`src/rtl/vga_pkg.sv`:
```
// Shared constants, state/direction encodings and the per-axis motion
// helper used by the VGA sprite path.
package vga_pkg;

   // RGB 4:4:4 pixel width and the two special colours.
   localparam int PIX_W = 12;
   localparam logic [PIX_W-1:0] BG  = 12'h000;
   localparam logic [PIX_W-1:0] KEY = 12'hF0F;

   // Bit positions inside hit_edge = {top, bottom, left, right}.
   localparam int EDGE_TOP   = 3;
   localparam int EDGE_BOT   = 2;
   localparam int EDGE_LEFT  = 1;
   localparam int EDGE_RIGHT = 0;

   // Motion FSM: idle until a frame update, then one cycle to write position.
   typedef enum logic {
      ST_WAIT = 1'b0,
      ST_STEP = 1'b1
   } motion_state_e;

   // Bounce direction per axis.
   typedef enum logic {
      DIR_INC = 1'b0,
      DIR_DEC = 1'b1
   } dir_e;

   // Result of advancing one axis by one update.
   typedef struct packed {
      logic [9:0] pos;
      dir_e       dir;
      logic       hit_lo;
      logic       hit_hi;
   } axis_res_t;

   // Advance one axis. In manual mode the inc/dec buttons choose the move
   // (both or neither means stay); in bounce mode the direction register does.
   // Arithmetic is 11-bit signed so a move below zero clamps instead of
   // wrapping. Landing on or beyond a bound clamps, flags the edge, and in
   // bounce mode reverses direction.
   function automatic axis_res_t axis_next(
      input logic [9:0]         pos,
      input dir_e               dir,
      input logic               bounce,
      input logic               inc_btn,
      input logic               dec_btn,
      input logic signed [10:0] step,
      input logic signed [10:0] max_pos
   );
      axis_res_t          r;
      logic signed [10:0] cur;
      logic signed [10:0] nxt;
      logic               move_inc;
      logic               move_dec;
      cur      = signed'({1'b0, pos});
      r.dir    = dir;
      r.hit_lo = 1'b0;
      r.hit_hi = 1'b0;
      move_inc = bounce ? (dir == DIR_INC) : (inc_btn & ~dec_btn);
      move_dec = bounce ? (dir == DIR_DEC) : (dec_btn & ~inc_btn);
      nxt      = cur;
      if (move_inc) begin
         nxt = cur + step;
      end
      if (move_dec) begin
         nxt = cur - step;
      end
      if (move_inc && (nxt >= max_pos)) begin
         nxt      = max_pos;
         r.hit_hi = 1'b1;
         if (bounce) begin
            r.dir = DIR_DEC;
         end
      end
      if (move_dec && (nxt <= 11'sd0)) begin
         nxt      = 11'sd0;
         r.hit_lo = 1'b1;
         if (bounce) begin
            r.dir = DIR_INC;
         end
      end
      r.pos = nxt[9:0];
      return r;
   endfunction

endpackage

```
`src/rtl/sprite_motion.sv`:
```
// Sprite position engine: frame divider, WAIT/STEP FSM, manual clamping and
// autonomous bounce. Position only changes in the STEP cycle, which follows
// the frame tick at the start of vertical blank.
module sprite_motion
   import vga_pkg::*;
#(
   parameter int H_ACTIVE  = 640,
   parameter int V_ACTIVE  = 480,
   parameter int SPR_W     = 120,
   parameter int SPR_H     = 160,
   parameter int STEP      = 1,
   parameter int FRAME_DIV = 1,
   parameter int X0        = 260,
   parameter int Y0        = 160
) (
   input  logic       pclk,
   input  logic       rst,
   input  logic [9:0] h_cnt,
   input  logic [9:0] v_cnt,
   input  logic       up,
   input  logic       down,
   input  logic       left,
   input  logic       right,
   input  logic       mode,
   output logic [9:0] pos_x,
   output logic [9:0] pos_y,
   output logic [3:0] hit_edge
);

   localparam logic signed [10:0] MAX_X    = 11'(H_ACTIVE - SPR_W);
   localparam logic signed [10:0] MAX_Y    = 11'(V_ACTIVE - SPR_H);
   localparam logic signed [10:0] STEP_W   = 11'(STEP);
   localparam logic [7:0]         DIV_LAST = 8'(FRAME_DIV - 1);

   motion_state_e state_q, state_d;
   logic [7:0]    div_q, div_d;
   logic [9:0]    pos_x_q, pos_x_d;
   logic [9:0]    pos_y_q, pos_y_d;
   dir_e          dir_x_q, dir_x_d;
   dir_e          dir_y_q, dir_y_d;
   logic          frame_tick;
   logic          update;
   axis_res_t     ax;
   axis_res_t     ay;

   // Detect the first blank line and divide frame ticks down to updates.
   always_comb begin
      frame_tick = (h_cnt == 10'd0) && (v_cnt == 10'(V_ACTIVE));
      div_d      = div_q;
      update     = 1'b0;
      if (frame_tick) begin
         if (div_q == DIV_LAST) begin
            div_d  = 8'd0;
            update = 1'b1;
         end else begin
            div_d = div_q + 8'd1;
         end
      end
   end

   // Motion FSM next state: one STEP cycle per update.
   always_comb begin
      state_d = state_q;
      case (state_q)
         ST_WAIT: if (update) state_d = ST_STEP;
         ST_STEP: state_d = ST_WAIT;
         default: state_d = ST_WAIT;
      endcase
   end

   // Next position, direction and edge pulses; only applied while in STEP.
   always_comb begin
      ax       = axis_next(pos_x_q, dir_x_q, mode, right, left, STEP_W, MAX_X);
      ay       = axis_next(pos_y_q, dir_y_q, mode, down, up, STEP_W, MAX_Y);
      pos_x_d  = pos_x_q;
      pos_y_d  = pos_y_q;
      dir_x_d  = dir_x_q;
      dir_y_d  = dir_y_q;
      hit_edge = 4'b0000;
      if (state_q == ST_STEP) begin
         pos_x_d              = ax.pos;
         pos_y_d              = ay.pos;
         dir_x_d              = ax.dir;
         dir_y_d              = ay.dir;
         hit_edge[EDGE_TOP]   = ay.hit_lo;
         hit_edge[EDGE_BOT]   = ay.hit_hi;
         hit_edge[EDGE_LEFT]  = ax.hit_lo;
         hit_edge[EDGE_RIGHT] = ax.hit_hi;
      end
   end

   // State registers with synchronous reset to the start position.
   always_ff @(posedge pclk) begin
      if (rst) begin
         state_q <= ST_WAIT;
         div_q   <= 8'd0;
         pos_x_q <= 10'(X0);
         pos_y_q <= 10'(Y0);
         dir_x_q <= DIR_INC;
         dir_y_q <= DIR_INC;
      end else begin
         state_q <= state_d;
         div_q   <= div_d;
         pos_x_q <= pos_x_d;
         pos_y_q <= pos_y_d;
         dir_x_q <= dir_x_d;
         dir_y_q <= dir_y_d;
      end
   end

   assign pos_x = pos_x_q;
   assign pos_y = pos_y_q;

endmodule

```
`src/rtl/vga_sprite_engine.sv`:
```
// Sprite compositor: moves the sprite once per frame and overlays the ROM
// image on the background through a 3-stage pixel pipeline.
module vga_sprite_engine #(
   parameter int H_ACTIVE  = 640,
   parameter int V_ACTIVE  = 480,
   parameter int SPR_W     = 120,
   parameter int SPR_H     = 160,
   parameter int ADDR_W    = 15,
   parameter int PIX_W     = vga_pkg::PIX_W,
   parameter int STEP      = 1,
   parameter int FRAME_DIV = 1,
   parameter int X0        = 260,
   parameter int Y0        = 160,
   parameter logic [PIX_W-1:0] KEY = vga_pkg::KEY,
   parameter logic [PIX_W-1:0] BG  = vga_pkg::BG
) (
   input  logic              pclk,
   input  logic              rst,
   input  logic              valid,
   input  logic [9:0]        h_cnt,
   input  logic [9:0]        v_cnt,
   input  logic              up,
   input  logic              down,
   input  logic              left,
   input  logic              right,
   input  logic              mode,
   output logic [ADDR_W-1:0] rom_addr,
   input  logic [PIX_W-1:0]  rom_data,
   output logic [PIX_W-1:0]  pix,
   output logic [9:0]        pos_x,
   output logic [9:0]        pos_y,
   output logic [3:0]        hit_edge
);

   logic [9:0]        off_x;
   logic [9:0]        off_y;
   logic              in_area;
   logic [ADDR_W-1:0] lin_addr;
   logic [ADDR_W-1:0] rom_addr_q, rom_addr_d;
   logic              area1_q, area1_d;
   logic              valid1_q, valid1_d;
   logic              area2_q, area2_d;
   logic              valid2_q, valid2_d;
   logic [PIX_W-1:0]  pix_q, pix_d;

   sprite_motion #(
      .H_ACTIVE  (H_ACTIVE),
      .V_ACTIVE  (V_ACTIVE),
      .SPR_W     (SPR_W),
      .SPR_H     (SPR_H),
      .STEP      (STEP),
      .FRAME_DIV (FRAME_DIV),
      .X0        (X0),
      .Y0        (Y0)
   ) u_motion (
      .pclk     (pclk),
      .rst      (rst),
      .h_cnt    (h_cnt),
      .v_cnt    (v_cnt),
      .up       (up),
      .down     (down),
      .left     (left),
      .right    (right),
      .mode     (mode),
      .pos_x    (pos_x),
      .pos_y    (pos_y),
      .hit_edge (hit_edge)
   );

   // Stage 1: sprite-relative offsets (unsigned wrap makes left/above pixels
   // fail the compare), area flag and linear ROM address.
   always_comb begin
      off_x      = h_cnt - pos_x;
      off_y      = v_cnt - pos_y;
      in_area    = (off_x < 10'(SPR_W)) && (off_y < 10'(SPR_H));
      lin_addr   = ADDR_W'(off_y) * ADDR_W'(SPR_W) + ADDR_W'(off_x);
      rom_addr_d = in_area ? lin_addr : rom_addr_q;
      area1_d    = in_area;
      valid1_d   = valid;
   end

   // Stage 2 tracks the ROM read; stage 3 picks blank, sprite or background.
   always_comb begin
      area2_d  = area1_q;
      valid2_d = valid1_q;
      if (!valid2_q) begin
         pix_d = '0;
      end else if (area2_q && (rom_data != KEY)) begin
         pix_d = rom_data;
      end else begin
         pix_d = BG;
      end
   end

   // Pipeline registers; reset blanks the output until the pipe refills.
   always_ff @(posedge pclk) begin
      if (rst) begin
         rom_addr_q <= '0;
         area1_q    <= 1'b0;
         valid1_q   <= 1'b0;
         area2_q    <= 1'b0;
         valid2_q   <= 1'b0;
         pix_q      <= '0;
      end else begin
         rom_addr_q <= rom_addr_d;
         area1_q    <= area1_d;
         valid1_q   <= valid1_d;
         area2_q    <= area2_d;
         valid2_q   <= valid2_d;
         pix_q      <= pix_d;
      end
   end

   assign rom_addr = rom_addr_q;
   assign pix      = pix_q;

endmodule
```
`config.mk`:
```
export PLATFORM = sky130hd
export DESIGN_NAME = vga_sprite_engine
export DESIGN_NICKNAME = d
export VERILOG_FILES = /design/src/rtl/vga_pkg.sv /design/src/rtl/sprite_motion.sv /design/src/rtl/vga_sprite_engine.sv
export SDC_FILE = /design/constraint.sdc
export NUM_CORES = 1
export LEC_CHECK = 0
export CAP_MARGIN = 20
export CORE_ASPECT_RATIO = 0.8
export CORE_MARGIN = 2
export CORE_UTILIZATION = 55
export CTS_CLUSTER_SIZE = 12
export DETAILED_ROUTE_END_ITERATION = 16
export GPL_TIMING_DRIVEN = 0
export PLACE_DENSITY = 0.82
export SLEW_MARGIN = 20
export SYNTH_ARGS = -nofsm -noshare
export SYNTH_HDL_FRONTEND = slang
export SYNTH_SLANG_ARGS = --single-unit
```
`constraint.sdc`:
```
create_clock -name pclk -period 13.37 [get_ports pclk]
set_input_delay 2.674 -clock pclk [delete_from_list [all_inputs] [get_ports pclk]]
set_output_delay 2.674 -clock pclk [all_outputs]
set_load 0.005 [all_outputs]
```
==> flow_summary.toml, run 1 <==
[logic_synthesis]
ys_async_sr_fraction_pct = 0
most_instantiated_library_cell_after_synthesis = "sky130_fd_sc_hd__inv_1"
dominantRegCellSynth = "sky130_fd_sc_hd__dfxtp_1"
top_cells_by_instance_count_after_synthesis = "sky130_fd_sc_hd__inv_1 (66), sky130_fd_sc_hd__dfxtp_1 (62), sky130_fd_sc_hd__ha_1 (49), sky130_fd_sc_hd__nor2_1 (46), sky130_fd_sc_hd__nand2_1 (45)"
ys_types = 79
netlist_area_sq_um = 5720
synth_edf_count = 0
synth_area_leaders = "sky130_fd_sc_hd__dfxtp_1 (22%), sky130_fd_sc_hd__ha_1 (11%), sky130_fd_sc_hd__fa_1 (5.2%)"
synth_warnings = 0
yosys.area.top_type_share_pct = 21.7
synth-seq-area-share_pct = 21.7
synthesis.nets = 820
ys_ff_latch = 62
synth_area_leader_cell = "sky130_fd_sc_hd__dfxtp_1"
postSynthCellCount = 716
avgSynthCellArea_sq_um = 7.99

[setup_path]
r2r-start = "u_motion.pos_y[1]$_SDFFE_PP0P_"
crit_startpoint = "right"
regToRegEndpoint = "rom_addr[14]$_SDFFE_PP0P_"
r2r_setup_slack_ns = 7.35
worst-setup-path-type = "in2out"
worst_ep_arrival_time_ns = 6.41
crit_end = "hit_edge[1]"
start_kind = "input port"
crit_required_ns = 10.70
path_max_fanout = 5
number_of_cells_on_the_worst_reg_to_reg_path = 22
critical_path.endpoint_type = "primary output"

[timing]
timing_worst_slew_pin_value_ns = 0.828
unrepaired_setup_endpoints_after_global_routing = "no"
min_period_over_period_pct = 67.9
final_hold_viol_count = 0
final.min_clock_period_ns = 9.08
report.final.slew_viol_count = 0
max_slew_margin_pct = 43.4
fmax_ghz = 0.110
fin_worst_skew_ns = 0.00812
totalNegativeSetupSlack_ns = 0
timing.final.setup_violations = 0

[floorplan]
dieHeight_um = 95.2
dieArea_sq_um = 11200
die_width_um = 118
ioPinCount = 91
floorplan.initialDensity_pct = 56.1
core_sq_um = 10200
fp-row-count = 33

[pwr]
power_per_cell_area_nw_per_um2 = 127
vdd.ir_drop.worst_mv = 0.173
post-layout-total-power_mw = 0.897
power.static_leakage_nw = 2.77

[global_routing]
grt_util_all_layers_pct = 29.6
grt_pass1_wl_um = 26700
first_global_vias = 5513
antenna_violations_before_repair = 0
gr-total-overflow = 0
grt_max_degree = 13

[clocking]
post_cts_buffers = 0
cts_tree = "done"
number_of_h_tree_levels = 3
cts_sinks = 62
clock_insertion_delay_worst_skew_ns = 0.33
cts.path.max_buffers = 2
cts.clk_slew.worst_paths_ns = 0.06
clock_tree.root_cell = "sky130_fd_sc_hd__clkbuf_16"
number_of_hold_buffers_added_after_cts = 0
cts_made_buffers = 9
post_cts_resized = 0

[route]
dr.pass1.iters = 6
route.detailed.vias_per_inst = 5.99
ant_nets = 0
drt-initial-drc-count = 421
detailroute.via_count = 5754
drcViolationCount = 0
routed_wire_length_per_instance_um = 17.0
drt-total-wl_um = 16300

[placed_design]
place_hpwl_um = 12800
place.port_buffers = 89
gp_congestion = 0.911

[min_path]
holdCritStartpoint = "area1_q$_SDFF_PP0_"
hold_depth = 1
hp-class = "reg2reg"

[layout]
fillers = 846
layout.area.seq_sq_um = 1240
final_net_count = 920
area_delta_synth_final_pct = 23.9
antenna-diode-count = 0
final_layout_size_suffix_gt1_share_pct = 4.26
multi_input_comb_area_sq_um = 4110

[status]
status = "finished clean"

[job]
max_cap_viol_count = 0
[flip-flops by register name (all words and copies together), names as in the netlist, named ones only]
name and cells:
area1_q 1, area2_q 1, pix 12, rom_addr 15, u_motion.div_q 8, u_motion.pos_x 10, u_motion.pos_y 10, u_motion.state_q 1
valid1_q 1, valid2_q 1
[layout make-up]
type | instances | share of cell area (%)
buffer | 30 | 1.75
timing repair buffer | 89 | 12.6
inverter | 67 | 3.55
clock inverter | 7 | 1.04
tap | 140 | 2.47
clock buffer | 9 | 3.18
multi-input combinational | 557 | 57.9
sequential | 62 | 17.5
[routing by layer]
layer	up-vias	part of all wire (%)	global-route usage, %
met5	-	0	0
met4	0	2.6	10.7
met3	36	9.4	7.18
met2	263	44	46.3
met1	2666	44	39.9
li1	2789	-	-
[cell usage in the layout, fill, tap and decap left out, types with 4 or more instances in the layout]
cell type	netlist	final
sky130_fd_sc_hd__clkdlybuf4s50_1	0	89
sky130_fd_sc_hd__inv_1	66	66
sky130_fd_sc_hd__dfxtp_1	62	62
sky130_fd_sc_hd__ha_1	49	49
sky130_fd_sc_hd__nor2_1	46	46
sky130_fd_sc_hd__nand2_1	45	45
sky130_fd_sc_hd__a21oi_1	41	41
sky130_fd_sc_hd__nand3_1	33	33
sky130_fd_sc_hd__xnor2_1	32	32
sky130_fd_sc_hd__o21ai_0	29	29
sky130_fd_sc_hd__clkbuf_1	26	26
sky130_fd_sc_hd__nor3_1	23	23
sky130_fd_sc_hd__xor2_1	19	19
sky130_fd_sc_hd__and2_1	19	19
sky130_fd_sc_hd__nor2b_1	16	16
sky130_fd_sc_hd__or3_1	15	15
sky130_fd_sc_hd__fa_1	15	15
sky130_fd_sc_hd__o211ai_1	10	10
sky130_fd_sc_hd__nor4_1	9	9
sky130_fd_sc_hd__nand2b_1	9	9
sky130_fd_sc_hd__and3_1	9	9
sky130_fd_sc_hd__o2111ai_1	9	9
sky130_fd_sc_hd__clkbuf_16	0	9
sky130_fd_sc_hd__a311oi_1	7	7
sky130_fd_sc_hd__o21ai_1	7	7
sky130_fd_sc_hd__nand4_1	6	6
sky130_fd_sc_hd__a211oi_1	6	6
sky130_fd_sc_hd__a2111oi_0	6	6
sky130_fd_sc_hd__nand4b_1	6	6
sky130_fd_sc_hd__o31ai_1	6	6
sky130_fd_sc_hd__o41ai_1	5	5
sky130_fd_sc_hd__or2_2	4	4
sky130_fd_sc_hd__o21a_1	4	4
[logic make-up (layout without fill, tap and decap cells)]
group                      Yosys count  after routing  synth area share, %
AOI/OAI and AO/OA                  178            178                 22.9
xor gates and xnor gates            52             52                 8.20
adders and majority gates           65             65                 16.1
buffers and inverters               97            202                 6.56
DFF                                 62             62                 21.7
muxes                                2              2                0.372
and+or+nand+nor                    260            260                 24.2
[worst min-delay path by stage]
stage	end	slack, ns
2_1_floorplan	area2_q$_SDFF_PP0_	0.41
3_3_place_gp	area2_q$_SDFF_PP0_	0.42
3_5_place_dp	valid2_q$_SDFF_PP0_	0.44
4_1_cts	valid2_q$_SDFF_PP0_	0.45
5_1_grt	area2_q$_SDFF_PP0_	0.46
6_report	area2_q$_SDFF_PP0_	0.45
[worst max-delay path: stages]
cell                              delay, ns
sky130_fd_sc_hd__clkdlybuf4s50_1       0.58
sky130_fd_sc_hd__or3b_1                0.48
sky130_fd_sc_hd__a2111oi_0             0.69
sky130_fd_sc_hd__o21ai_0               0.26
sky130_fd_sc_hd__a222oi_1              0.37
sky130_fd_sc_hd__nand3_1               0.13
sky130_fd_sc_hd__o41a_1                0.33
sky130_fd_sc_hd__or2_1                 0.26
sky130_fd_sc_hd__nor2_1                0.10
sky130_fd_sc_hd__clkdlybuf4s50_1       0.53
[metrics by stage]
step                      area [sq um]  std cells  hold slack [ns]  utilization, %  setup WS [ns]
after floorplan                   5720        716            0.414               -           5.85
after global placement            6790        945            0.418            66.6           4.45
after detailed placement          6790        945            0.439            66.6           4.46
after CTS                         7090        961            0.452            69.5           4.35
after global routing              7090        961            0.459            69.5           4.05
final                             7090        961            0.448            69.5           4.29
[power by group]
| part | switching, mW | internal (mW) |
|---|---|---|
| Combinational | 0.271 | 0.201 |
| Sequential | 0.00205 | 0.188 |
| Clock | 0.0903 | 0.145 |
Note: power is estimated with default switching activity, not from simulation.
==> inputs of run 2 (changes only) <==
--- a/config.mk
+++ b/config.mk
@@ -8,11 +8,11 @@
 export CAP_MARGIN = 20
 export CORE_ASPECT_RATIO = 0.8
 export CORE_MARGIN = 2
-export CORE_UTILIZATION = 55
+export CORE_UTILIZATION = 50
 export CTS_CLUSTER_SIZE = 12
 export DETAILED_ROUTE_END_ITERATION = 16
 export GPL_TIMING_DRIVEN = 0
-export PLACE_DENSITY = 0.82
+export PLACE_DENSITY = 0.78
 export SLEW_MARGIN = 20
 export SYNTH_ARGS = -nofsm -noshare
 export SYNTH_HDL_FRONTEND = slang
==> constraint.sdc (replaced) <==
create_clock -name pclk -period 7.9 [get_ports pclk]
set_input_delay 1.58 -clock pclk [delete_from_list [all_inputs] [get_ports pclk]]
set_output_delay 1.58 -clock pclk [all_outputs]
set_load 0.005 [all_outputs]
==> run 2 against run 1 <==
Effect of this change:
- hold slack worse by 0.0067 ns
- final area down 0.28%
- sequential share of layout area about the same
- die area up 9.6%
- clock power up 58%
- critical path depth up 14
- largest cell class unchanged
- final cell count up 0.42%
==> flow_summary.toml, run 2 (synthesis gave the netlist of run 1 again) <==
[layout]
layout.cells.most_common_list = "sky130_fd_sc_hd__clkdlybuf4s50_1 (89), sky130_fd_sc_hd__inv_1 (66), sky130_fd_sc_hd__dfxtp_1 (62), sky130_fd_sc_hd__ha_1 (49), sky130_fd_sc_hd__nor2_1 (46)"
mostFrequentLayoutCell = "sky130_fd_sc_hd__clkdlybuf4s50_1"
area_delta_synth_final_pct = 23.5
final_net_count = 920
post_layout_nonfiller_instances = 965
antenna-diode-count = 0
final_layout_size_suffix_gt1_share_pct = 4.26
largest_reg_flops = 15

[floorplan]
dieArea_sq_um = 12300
floorplan.initialDensity_pct = 51.9
fp-row-count = 34
ioPinCount = 91
dieHeight_um = 99.7
core_sq_um = 11000
die_width_um = 124

[job]
max_cap_viol_count = 0

[timing]
report.final.slew_viol_count = 0
totalNegativeSetupSlack_ns = 0
unrepaired_setup_endpoints_after_global_routing = "no"
fmax_ghz = 0.146
timing.final.setup_violations = 0
min_period_over_period_pct = 86.5
holdWs_ns = 0.441
timing_worst_slew_pin_value_ns = 0.836
final_hold_viol_count = 0
fin_worst_skew_ns = 0.00888
max_slew_margin_pct = 43.5
final.min_clock_period_ns = 6.83

[clocking]
post_cts_buffers = 0
number_of_hold_buffers_added_after_cts = 0
cts_sinks = 62
cts_tree = "done"
cts.clk_slew.worst_paths_ns = 0.06
cts_made_buffers = 9
post_cts_resized = 0
clock_tree.root_cell = "sky130_fd_sc_hd__clkbuf_16"
number_of_h_tree_levels = 3
cts.path.max_buffers = 2
clock_insertion_delay_worst_skew_ns = 0.34

[pwr]
power_per_cell_area_nw_per_um2 = 208
power.static_leakage_nw = 2.76
vdd.ir_drop.worst_mv = 0.203

[route]
drcViolationCount = 0
dr.pass1.iters = 5
ant_nets = 0
drt-initial-drc-count = 453
drt-total-wl_um = 16500
route.detailed.vias_per_inst = 6.04
routed_wire_length_per_instance_um = 17.1
detailroute.via_count = 5828

[global_routing]
grt_util_all_layers_pct = 27.3
antenna_violations_before_repair = 0
grt_pass1_wl_um = 26700
gr-total-overflow = 0
first_global_vias = 5396
grt_max_degree = 13

[setup_path]
crit_required_ns = 8.15
path_max_fanout = 4
worst_ep_arrival_time_ns = 7.09
worst-setup-path-type = "in2reg"
number_of_cells_on_the_worst_reg_to_reg_path = 23
critical_path.endpoint_type = "register"
start_kind = "input port"

[placed_design]
dp_cells = 949
place.port_buffers = 89
gp_congestion = 0.905
place_hpwl_um = 13000

[status]
status = "finished clean"

[min_path]
hold_depth = 1
hp-class = "reg2reg"
[run 2: cell count changes in the layout (fill, tap and decap cells not counted)]
| cell | change |
|---|---|
| sky130_fd_sc_hd__bufinv_16 | -1 |
| sky130_fd_sc_hd__clkinv_2 | +1 |
[run 2: final timing paths]
| path | from | to | slack (ns) |
|---|---|---|---|
| hold / removal | area1_q$_SDFF_PP0_ | area2_q$_SDFF_PP0_ | 0.44 |
| setup reg to reg | u_motion.pos_y[1]$_SDFFE_PP0P_ | rom_addr[14]$_SDFFE_PP0P_ | 1.91 |
| setup / recovery | v_cnt[0] | rom_addr[14]$_SDFFE_PP0P_ | 1.07 |
| hold reg to reg | area1_q$_SDFF_PP0_ | area2_q$_SDFF_PP0_ | 0.44 |
[run 2: cell type report]
| cell class | count | area, sq um |
|---|---|---|
| clock inverter | 7 | 48.8 |
| inverter | 67 | 251 |
| sequential | 62 | 1240 |
| multi-input combinational | 557 | 4110 |
| fill | 970 | 3950 |
| timing repair buffer | 89 | 891 |
| clock buffer | 9 | 225 |
| buffer | 30 | 124 |
| tap | 144 | 180 |
[run 2: per-stage QoR]
stage	worst slack [ns]	area, sq um	utilization (%)	power [mW]
detailed placement	0.662	6790	61.7	1.10
global route	0.623	7070	64.1	1.59
floorplan	1.80	5720	-	0.924
CTS	1.02	7070	64.1	1.47
global placement	0.773	6790	61.7	1.08
finish	1.07	7070	64.1	1.47
[run 2: layer usage]
layer  vias up  GRT usage, %  share of wire, %
li1       2803             -                 -
met2       287          41.8                44
met4         0          6.38               1.4
met5         -             0                 0
met1      2712          39.1                46
met3        26          6.19               9.4
[run 2: worst max-delay path: stages]
cell                              delay, ns
sky130_fd_sc_hd__clkdlybuf4s50_1       0.50
sky130_fd_sc_hd__inv_1                 0.09
sky130_fd_sc_hd__ha_1                  0.19
sky130_fd_sc_hd__inv_1                 0.06
sky130_fd_sc_hd__fa_1                  0.39
sky130_fd_sc_hd__nand2_1               0.07
sky130_fd_sc_hd__nand2_1               0.05
sky130_fd_sc_hd__a21oi_1               0.21
sky130_fd_sc_hd__o21bai_1              0.08
sky130_fd_sc_hd__a21oi_1               0.21
sky130_fd_sc_hd__o21bai_1              0.09
sky130_fd_sc_hd__a21oi_1               0.18
sky130_fd_sc_hd__xor2_1                0.46
sky130_fd_sc_hd__fa_1                  0.51
sky130_fd_sc_hd__fa_1                  0.51
sky130_fd_sc_hd__inv_1                 0.04
sky130_fd_sc_hd__ha_1                  0.32
sky130_fd_sc_hd__o21ai_0               0.10
sky130_fd_sc_hd__a41oi_1               0.18
sky130_fd_sc_hd__nor2_1                0.07
sky130_fd_sc_hd__xor2_1                0.17
sky130_fd_sc_hd__nor3_1                0.31
sky130_fd_sc_hd__xnor3_1               0.44
sky130_fd_sc_hd__a311oi_1              0.27
[run 2: where the power goes]
part	switching, mW	internal, mW
Clock	0.158	0.213
Combinational	0.441	0.340
Sequential	0.00372	0.318
